`src/rtl/eth_rx_pkg.sv`:
```
// Shared types and constants for the GMII receive frame path.
package eth_rx_pkg;

    typedef enum logic [1:0] {
        IDLE,
        PRE,
        DATA,
        DROP
    } rx_state_t;

    localparam logic [7:0] ETH_PREAMBLE = 8'h55;
    localparam logic [7:0] ETH_SFD      = 8'hD5;
    localparam int         LEN_W        = 11;

endpackage

```
`src/rtl/eth_stat_cnt.sv`:
```
// Wrapping statistics counter with synchronous clear.
module eth_stat_cnt #(
    parameter int W = 16
) (
    input  logic         clk,
    input  logic         clr,
    input  logic         inc,
    output logic [W-1:0] count
);

    logic [W-1:0] count_reg;

    always_ff @(posedge clk) begin
        if (clr) begin
            count_reg <= '0;
        end else if (inc) begin
            count_reg <= count_reg + 1'b1;
        end
    end

    assign count = count_reg;

endmodule

```
`src/rtl/gmii_rx_frame_ctrl.sv`:
```
// GMII receive sequencer: strips preamble/SFD, delimits frames, flags runt and
// oversize frames and keeps good/error frame statistics.
module gmii_rx_frame_ctrl
    import eth_rx_pkg::*;
#(
    parameter int MIN_PRE = 2,
    parameter int MIN_LEN = 64,
    parameter int MAX_LEN = 1518,
    parameter int CNT_W   = 16
) (
    input  logic             clk,
    input  logic             rst,
    input  logic             rx_en,
    input  logic             gmii_rx_dv,
    input  logic [7:0]       gmii_rxd,
    output logic             rx_valid,
    output logic [7:0]       rx_data,
    output logic             rx_sof,
    output logic             rx_eof,
    output logic             rx_err,
    output logic             rx_busy,
    output logic [CNT_W-1:0] good_cnt,
    output logic [CNT_W-1:0] err_cnt
);

    rx_state_t        state_reg, state_next;
    logic [2:0]       pre_cnt_reg, pre_cnt_next;
    logic [LEN_W-1:0] len_reg, len_next;
    logic [7:0]       hold_data_reg, hold_data_next;
    logic             hold_full_reg, hold_full_next;
    logic             first_reg, first_next;

    logic             valid_reg, valid_next;
    logic [7:0]       data_reg, data_next;
    logic             sof_reg, sof_next;
    logic             eof_reg, eof_next;
    logic             err_reg, err_next;

    // index 0 = good frames, index 1 = errored frames / dropped preambles
    logic [1:0]       cnt_inc;
    logic [CNT_W-1:0] cnt_val [2];

    always_ff @(posedge clk) begin
        if (rst) begin
            state_reg     <= IDLE;
            pre_cnt_reg   <= '0;
            len_reg       <= '0;
            hold_data_reg <= '0;
            hold_full_reg <= 1'b0;
            first_reg     <= 1'b0;
            valid_reg     <= 1'b0;
            data_reg      <= '0;
            sof_reg       <= 1'b0;
            eof_reg       <= 1'b0;
            err_reg       <= 1'b0;
        end else begin
            state_reg     <= state_next;
            pre_cnt_reg   <= pre_cnt_next;
            len_reg       <= len_next;
            hold_data_reg <= hold_data_next;
            hold_full_reg <= hold_full_next;
            first_reg     <= first_next;
            valid_reg     <= valid_next;
            data_reg      <= data_next;
            sof_reg       <= sof_next;
            eof_reg       <= eof_next;
            err_reg       <= err_next;
        end
    end

    always_comb begin
        state_next     = state_reg;
        pre_cnt_next   = pre_cnt_reg;
        len_next       = len_reg;
        hold_data_next = hold_data_reg;
        hold_full_next = hold_full_reg;
        first_next     = first_reg;
        valid_next     = 1'b0;
        data_next      = data_reg;
        sof_next       = 1'b0;
        eof_next       = 1'b0;
        err_next       = 1'b0;
        cnt_inc        = 2'b00;

        case (state_reg)
            IDLE: begin
                if (gmii_rx_dv) begin
                    if (rx_en && gmii_rxd == ETH_PREAMBLE) begin
                        state_next   = PRE;
                        pre_cnt_next = 3'd1;
                    end else begin
                        state_next = DROP;
                    end
                end
            end

            PRE: begin
                if (!gmii_rx_dv) begin
                    state_next = IDLE;
                    cnt_inc[1] = 1'b1;
                end else if (gmii_rxd == ETH_PREAMBLE) begin
                    if (pre_cnt_reg != 3'd7) begin
                        pre_cnt_next = pre_cnt_reg + 3'd1;
                    end
                end else if (gmii_rxd == ETH_SFD && pre_cnt_reg >= 3'(MIN_PRE)) begin
                    state_next     = DATA;
                    len_next       = '0;
                    hold_full_next = 1'b0;
                    first_next     = 1'b1;
                end else begin
                    state_next = DROP;
                    cnt_inc[1] = 1'b1;
                end
            end

            DATA: begin
                if (gmii_rx_dv) begin
                    if (len_reg == LEN_W'(MAX_LEN)) begin
                        // Oversize: close the frame on the held byte, discard the rest.
                        valid_next     = 1'b1;
                        data_next      = hold_data_reg;
                        sof_next       = first_reg;
                        eof_next       = 1'b1;
                        err_next       = 1'b1;
                        cnt_inc[1]     = 1'b1;
                        hold_full_next = 1'b0;
                        first_next     = 1'b0;
                        state_next     = DROP;
                    end else begin
                        hold_data_next = gmii_rxd;
                        hold_full_next = 1'b1;
                        len_next       = len_reg + 1'b1;
                        if (hold_full_reg) begin
                            valid_next = 1'b1;
                            data_next  = hold_data_reg;
                            sof_next   = first_reg;
                            first_next = 1'b0;
                        end
                    end
                end else begin
                    // dv gap: the held byte is the true last byte of the frame.
                    if (hold_full_reg) begin
                        valid_next = 1'b1;
                        data_next  = hold_data_reg;
                        sof_next   = first_reg;
                        eof_next   = 1'b1;
                        err_next   = (len_reg < LEN_W'(MIN_LEN));
                        cnt_inc[0] = !(len_reg < LEN_W'(MIN_LEN));
                        cnt_inc[1] = (len_reg < LEN_W'(MIN_LEN));
                    end else begin
                        cnt_inc[1] = 1'b1;
                    end
                    hold_full_next = 1'b0;
                    first_next     = 1'b0;
                    state_next     = IDLE;
                end
            end

            DROP: begin
                if (!gmii_rx_dv) begin
                    state_next = IDLE;
                end
            end

            default: begin
                state_next = IDLE;
            end
        endcase
    end

    generate
        for (genvar gi = 0; gi < 2; gi++) begin : g_stat
            eth_stat_cnt #(
                .W(CNT_W)
            ) u_cnt (
                .clk  (clk),
                .clr  (rst),
                .inc  (cnt_inc[gi]),
                .count(cnt_val[gi])
            );
        end
    endgenerate

    assign rx_valid = valid_reg;
    assign rx_data  = data_reg;
    assign rx_sof   = sof_reg;
    assign rx_eof   = eof_reg;
    assign rx_err   = err_reg;
    assign rx_busy  = (state_reg != IDLE);
    assign good_cnt = cnt_val[0];
    assign err_cnt  = cnt_val[1];

endmodule

```
`config.mk`:
```
export PLATFORM = sky130hd
export DESIGN_NAME = gmii_rx_frame_ctrl
export DESIGN_NICKNAME = d
export VERILOG_FILES = /design/src/rtl/eth_rx_pkg.sv /design/src/rtl/eth_stat_cnt.sv /design/src/rtl/gmii_rx_frame_ctrl.sv
export SDC_FILE = /design/constraint.sdc
export NUM_CORES = 1
export LEC_CHECK = 0
export ABC_AREA = 0
export BUFFER_PORTS_ARGS = -buffer_cell sky130_fd_sc_hd__clkbuf_2
export CORE_ASPECT_RATIO = 0.7
export CORE_MARGIN = 2
export CORE_UTILIZATION = 45
export CTS_CLUSTER_DIAMETER = 80
export CTS_CLUSTER_SIZE = 30
export DETAILED_ROUTE_END_ITERATION = 7
export PLACE_DENSITY = 0.66
export SETUP_SLACK_MARGIN = 0.4
export SYNTH_ARGS = -nofsm -noshare
export SYNTH_HDL_FRONTEND = slang
export SYNTH_SLANG_ARGS = --single-unit
```
`constraint.sdc`:
```
create_clock -name clk -period 5.2 [get_ports clk]
set_input_delay 0.52 -clock clk [delete_from_list [all_inputs] [get_ports clk]]
set_output_delay 0.52 -clock clk [all_outputs]
set_load 0.01 [all_outputs]
```
Word-level counts from Yosys, hierarchy flattened
Index checks and enable logic that the tools add are counted.
- add/subtract/negate cells: 4
- order comparisons: 2
- equality and inequality tests: 20
- mux-type cells: 56
- bitwise gates (word level): 2
- reductions and logical operators: 14
- operators by type and width (cell ; count):
    $mux W11 ; 5
    $add A16 B1 Y16 const B ; 2
    $mux W1 ; 30
    $mux W8 ; 3
    $pmux W11 S2 ; 1
    $ne A2 B2 Y1 const B ; 10
    $mux W3 ; 5
    $mux W2 ; 7
    $reduce_and A6 Y1 ; 2
    $add A11 B1 Y11 const B ; 1
    $eq A11 B11 Y1 const B ; 1
    $lt A11 B7 Y1 const B ; 1
    $ne A3 B3 Y1 const B ; 3
    $eq A8 B7 Y1 const B ; 1
    $eq A8 B8 Y1 const B ; 1
    $pmux W2 S4 ; 1
    $reduce_and A4 Y1 ; 2
    $pmux W1 S2 ; 3
    $pmux W3 S2 ; 1
    $reduce_bool A2 Y1 ; 3
    $reduce_and A5 Y1 ; 1
    $eq A2 B2 Y1 const B ; 2
    $ne A4 B4 Y1 const B ; 1
    $add A3 B1 Y3 const B ; 1
    other kinds (8) ; 10
- flip-flop bits (word level): 70

Longest topological paths before layout
Gate-level depths: netlist of run 1.
- depth in word-level cells: 6
- mapped depth: 10
- gate-level depth less buffers: 7

Modules after synthesis
A second synthesis of run 1 with hierarchy kept.
- cells, all modules: 406
- area, all modules: 3617.2 um2
- by module, submodules not included (module ; instances ; cells an instance ; area an instance (um2) ; sequential area each (um2)):
    gmii_rx_frame_ctrl ; 1 ; 240 ; 2103.3 ; 760.7
    eth_stat_cnt ; 2 ; 83 ; 757.0 ; 320.3

Worst setup path before layout of run 1
No wires, ideal clock.
- path type: register -> register
- from: register state_reg[0]
- to: register len_reg[5]
- setup time: 0.126 ns
- arrival time: 2.088 ns
- required time: 5.074 ns
- path slack: 2.986 ns
- stages on the path, launching flop included: 9
- path buffers: 1
- period minus slack after synthesis: 2.214 ns
- cells stage by stage: dfxtp_1 > inv_1 > ha_1 > buf_2 > inv_1 > o41ai_1 > or3_1 > xor2_1 > nor2_1
- longest elaborated chain between the ends: 3
- elaborated cells between the ends (all ways): 10
- ends and longest elaborated chain (item ; RTL line ; text):
    start: declaration ; gmii_rx_frame_ctrl.sv:26 ; rx_state_t state_reg, state_next;
    start signal: assignment ; gmii_rx_frame_ctrl.sv:57 ; state_reg <= state_next;
    $eq A2 B2 Y1 / $eq A2 B1 Y1 (equally long branches) ; gmii_rx_frame_ctrl.sv:85 ; case (state_reg)
    $ne A2 B2 Y1 (no line) / $reduce_bool A2 Y1 (equally long branches) ; n/a ;
    $reduce_and A6 Y1 (no line) ; n/a ;
    end signal: assignment ; gmii_rx_frame_ctrl.sv:59 ; len_reg <= len_next;
    end: declaration ; gmii_rx_frame_ctrl.sv:28 ; logic [LEN_W-1:0] len_reg, len_next;
Parallel ways exist; a longest one is shown, timed or not.
A chain may end at the register's enable or synchronous reset.

Final worst setup path of run 1
- from: register state_reg[0]
- to: register g_stat[0].u_cnt.count_reg[10]
- longest elaborated chain between the ends: 2
- ends and longest elaborated chain (item ; RTL line ; text):
    $eq A2 B2 Y1 ; gmii_rx_frame_ctrl.sv:85 ;
    $mux W1 ; gmii_rx_frame_ctrl.sv:85 ;
    end signal: assignment ; eth_stat_cnt.sv:17 ; count_reg <= count_reg + 1'b1;
    end: declaration ; eth_stat_cnt.sv:11 ; logic [W-1:0] count_reg;
No other way between the ends.

==> results.cfg, run 1 <==
[drt]
firstDrtPassIters = 4
drc_errors = 0
avgViaCountPerCell = 5.31
drt-total-wl_um = 7250
first_iter_violations = 156
post_drt_wl_per_cell_um = 13.8
vias = 2799
postRouteAntennaNets = 0

[clocking]
path_clk_slew_ns = 0.08
insertion_delay_ns = 0.35
cts_resized = 0
ctsRootBufferMaster = clkbuf_8
cts_buffers = 9
cts_max_path_buffers = 2
cts_tree = built
post_cts_buffers = 0
clock-sinks = 70
cts_hold_buf = 0
htreeDepth = 3

[layout]
fillers = 698
final_net_count = 447
syn_to_final_growth_pct = 16.2
design_area_mm2 = 0.00384
largest_reg_flops = 32
drive_above_1_share_pct = 18.9
layout.cells.non_filler = 527
diodes = 0

[timing]
maxSlewViolCount = 0
rsz0062_at_grt = false
skew_ns = 0.00852
finalHoldViolCount = 0
setup_viol = 0
worst_slew_pin_slew_ns = 1.09
slew_headroom_pct = 25.2
period_needed_ns = 2.55
tns_ns = 0
max_freq_mhz = 392
finalCritPeriodShare_pct = 49.1

[setup_path]
end_kind = flop
cp_max_fo = 9
cp.arrival_ns = 2.77
critical_path_depth = 7
r2r_cells = 7
critPathSlowestCell = a2111oi_0
cp-start-kind = flop
cpPeakStageDelay_ns = 0.98
cp.required_ns = 5.42
path_cells = inv_1, ha_1, nand3b_1, a2111oi_0, nand4_1, xor2_1, nor2_1
crit_type = reg -> reg
critPathBufInv = 1
critPathTopFamily = compound AO/OA/AOI/OAI gates

[job]
cap_violations = 0

[min_path]
holdPathStages = 3
min-delay-path-class = in -> reg

[synth]
yosys-top-cells-area = dfxtp_1, mux2i_1, nor2_1
ys_types = 48
synth_fp_nets = 396
synth_area_mm2 = 0.00330
yosysTopAreaCellShare_pct = 42.4
synth-simple-area-share_pct = 24.2
muxShareOfSynthArea_pct = 6.71
synth_top_family_by_area = simple AND/OR/NAND/NOR gates
ys_ff_latch = 70
avgSynthCellArea_um2 = 8.85
synthAdderAreaFrac_pct = 4.17
syn_inst = 373
synthFlopType = dfxtp_1
synth_compound_area_share_pct = 12.8
synth_xor_area_share_pct = 5.84
yosysWarnings = 0
async_flop_share_pct = 0
yosysSeqAreaShare_pct = 42.4
yosys.area.top_type = dfxtp_1
synth_edf_count = 0

[floorplan]
io_pins = 57
rows = 26
dieArea_mm2 = 0.00805
die_w_um = 106
start_util_pct = 45.9
coreArea_mm2 = 0.00719
die_y_um = 75.7

[power_and_ir_drop]
leakage_nw = 1.45
powerDensity_mw_per_mm2 = 303
peakVddDrop_uv = 133
power_w = 0.00116

[global_routing]
grt_max_degree = 63
grt_pass1_vias = 2378
antenna_found_initial = 0
grt_overflow = 0
grt_use_total_pct = 18.5
grt_pass1_wl_um = 11600

[placed_design]
hpwl_um = 5060
placed_area_mm2 = 0.00365
gp_congestion = 0.873
dpl.cell_count = 511
portBuffers = 56

[run_status]
status = finished, final reports clean
area by class of cell:
cell class / instances / area, um2 / area share (%)
Multi-Input combinational cell: 270 / 1770 / 46.2
Clock buffer: 10 / 128 / 3.33
Timing Repair Buffer: 58 / 295 / 7.70
Sequential cell: 70 / 1400 / 36.5
Clock inverter: 6 / 61.3 / 1.60
Tap cell: 98 / 123 / 3.20
Inverter: 15 / 56.3 / 1.47
worst min-delay path: cells and delay by family:
kind                   cells  cell delay [ns]
AND/OR/NAND/NOR            1             0.07
multiplexers               1             0.06
buffers and inverters      1             0.08
synth_stat cells (2+ instances only):
cell	count
mux2i_1	21
dfxtp_1	70
o21ai_0	10
nand2_1	17
buf_2	4
nor2b_1	5
nor4_1	5
nand3b_1	2
nand4bb_1	2
or4_1	6
clkbuf_1	13
a21oi_1	25
xnor2_1	10
nor3_1	10
o31a_1	4
nor2_1	51
and3_1	4
xor2_1	12
nand4_1	7
and2_1	2
a2111oi_0	2
or3_1	10
or2_2	3
nand3_1	17
o21a_1	2
o41ai_1	2
a211o_1	2
o31ai_1	8
ha_1	11
inv_1	15
and4_1	4
per-layer routing:
metal	vias up	global-route usage, %	routed length (um)
met2	65	25.8	3030
met4	0	6.29	53
met5	-	0	0
met3	4	6.50	365
li1	1438	-	-
met1	1292	26.5	3810
kinds of logic (layout without fill, tap and decap cells):
group | Yosys count | in the layout
AO/OA/AOI/OAI | 64 | 64
XOR/XNOR | 22 | 22
adder cells (fa/ha/maj) | 11 | 11
buffers and inverters | 33 | 89
flip-flops | 70 | 70
multiplexers | 22 | 22
AND/OR/NAND/NOR | 151 | 151
where the power goes:
part / total, W / internal (W) / switching, W
clock: 0.000429 / 0.000221 / 0.000209
combinational: 0.000169 / 0.0000629 / 0.000106
sequential: 0.000566 / 0.000551 / 0.0000142
total: 0.00116 / 0.000835 / 0.000329
final timing paths:
kind,from,endpoint,slack [ns]
max,state_reg[0],g_stat[0].u_cnt.count[10],2.65
min,gmii_rxd[1],hold_data_reg[1],0.42
max reg2reg,state_reg[0],g_stat[0].u_cnt.count[10],2.65
min reg2reg,pre_cnt_reg[0],pre_cnt_reg[0],0.49
metrics by stage:
stage,setup WS (ns),hold slack (ns),util [%]
after floorplan,2.99,0.430,-
after global placement,2.67,0.460,50.7
after detailed placement,2.63,0.476,50.7
after CTS,2.69,0.411,53.4
after global routing,2.45,0.437,53.4
final,2.65,0.425,53.4
layout by cell type (no fill, tap or decap), types with 7 or more instances in the layout:
cell	Yosys	final
clkbuf_8	0	9
dfxtp_1	70	70
xor2_1	12	12
a21oi_1	25	25
nand2_1	17	17
nand4_1	7	7
inv_1	15	15
o21ai_0	10	10
or3_1	10	10
ha_1	11	11
o31ai_1	8	8
nand3_1	17	17
mux2i_1	21	21
clkbuf_2	0	56
nor2_1	51	51
nor3_1	10	10
xnor2_1	10	10
Power figures use the tool's default switching activity.
==> run 2: changes to the inputs <==
Settings changed: PLACE_DENSITY 0.66 to 0.69.
Clock period 5.2 ns to 2.3 ns, I/O delays scaled along.
==> results.cfg, run 2 (same netlist as run 1, synthesis figures left out) <==
[power_and_ir_drop]
leakage_nw = 1.68
powerDensity_mw_per_mm2 = 691
peakVddDrop_uv = 456
power_w = 0.00304

[floorplan]
die_w_um = 106
start_util_pct = 45.9
coreArea_mm2 = 0.00719
dieArea_mm2 = 0.00805
io_pins = 57
rows = 26
die_y_um = 75.7

[min_path]
min-delay-path-class = in -> reg
min_from = gmii_rxd[1]

[layout]
largest_reg_flops = 32
layout_common_cells = dfxtp_1, clkbuf_2, nor2_1
final_net_count = 477
final_common_cell = dfxtp_1
drive_above_1_share_pct = 33.6
syn_to_final_growth_pct = 33.2
diodes = 0

[timing]
finalHoldViolCount = 0
slew_headroom_pct = 49.0
period_needed_ns = 2.14
tns_ns = 0
rsz0062_at_grt = true
setup_viol = 0
maxSlewViolCount = 0
skew_ns = 0.00837
finalCritPeriodShare_pct = 93.1
max_freq_mhz = 467
worst_slew_pin_slew_ns = 0.765

[run_status]
status = finished, final reports clean

[global_routing]
grt_max_degree = 36
grt_use_total_pct = 20.2
antenna_found_initial = 0
grt_overflow = 0
grt_pass1_wl_um = 12800
grt_pass1_vias = 2694

[setup_path]
cp-start-kind = flop
end_kind = flop
crit_type = reg -> reg
startpoint = len_reg[7]
cp.required_ns = 2.57
worstReg2RegStart = len_reg[7]
cp.arrival_ns = 2.42
crit_end = g_stat[1].u_cnt.count[14]
r2r_cells = 6
reg2reg_slack_ns = 0.16
cp_max_fo = 8
r2r-end = g_stat[1].u_cnt.count[14]

[clocking]
ctsRootBufferMaster = clkbuf_8
cts_max_path_buffers = 2
cts_hold_buf = 0
path_clk_slew_ns = 0.08
cts_tree = built
cts_buffers = 9
clock-sinks = 70
htreeDepth = 3
insertion_delay_ns = 0.35

[placed_design]
portBuffers = 56
gp_congestion = 0.785
hpwl_um = 5250

[drt]
firstDrtPassIters = 4
postRouteAntennaNets = 0
post_drt_wl_per_cell_um = 14.5
vias = 3015
avgViaCountPerCell = 5.41
drc_errors = 0
drt-total-wl_um = 8090
first_iter_violations = 128

[job]
cap_violations = 0
run 2: cell count changes in the layout (fill, tap and decap cells not counted), moves of 5 or more:
cell	change
dfxtp_1	-10
a21oi_2	+5
buf_4	+24
a21oi_1	-5
dfxtp_4	+8
inv_1	-5
run 2: how the worst min path moves through the flow:
| stage | to | slack, ns | cells past startpoint |
|---|---|---|---|
| floorplan | hold_data_reg[0] | 0.38 | 2 |
| global placement | pre_cnt_reg[0] | 0.46 | 2 |
| detailed placement | hold_data_reg[1] | 0.48 | 2 |
| CTS | hold_data_reg[1] | 0.12 | 3 |
| global route | hold_data_reg[1] | 0.14 | 3 |
| finish | hold_data_reg[1] | 0.14 | 3 |
run 2: timing repair:
item	in CTS	in global routing
setup endpoints to repair	31	38
cloned	2	0
setup buffers	14	4
hold endpoints to repair	0	0
gates resized for setup	33	20
pin swaps	13	17
run 2: routing by layer:
layer / track usage [%] / part of all wire [%] / vias up
met5: 0 / 0 / -
met4: 6.73 / 0.93 / 0
met3: 6.67 / 6.9 / 9
li1: - / - / 1507
met2: 30.8 / 45 / 83
met1: 27.3 / 48 / 1416
run 2: layout make-up:
cell class,count,area (um2)
timing repair buffer,88,584
sequential,70,1430
tap,98,123
fill,575,2790
multi-input combinational,270,1970
clock inverter,7,105
inverter,15,61.3
clock buffer,9,124
run 2: through the flow:
step | instance area (um2) | std cells | hold slack [ns] | setup slack [ns] | util (%)
6_report | 4400 | 557 | 0.137 | 0.158 | 61.2
5_1_grt | 4400 | 557 | 0.141 | 0.0971 | 61.2
4_1_cts | 4290 | 553 | 0.122 | 0.188 | 59.6
3_5_place_dp | 3790 | 521 | 0.484 | 0.113 | 52.8
3_3_place_gp | 3790 | 521 | 0.460 | 0.182 | 52.8
2_1_floorplan | 3370 | 373 | 0.377 | 0.311 | -
run 2: worst max-delay path, cell delays in order, from the launching register on:
cell	delay, ns
dfxtp_4	0.40
nand4_4	0.18
o31a_1	0.33
o31a_1	0.36
buf_12	0.17
or4_4	0.49
a21oi_2	0.14
run 2: power by group:
part | switching, W | total [W] | internal (W)
Clock | 0.000518 | 0.00114 | 0.000627
Sequential | 0.0000325 | 0.00128 | 0.00124
Combinational | 0.000314 | 0.000617 | 0.000304
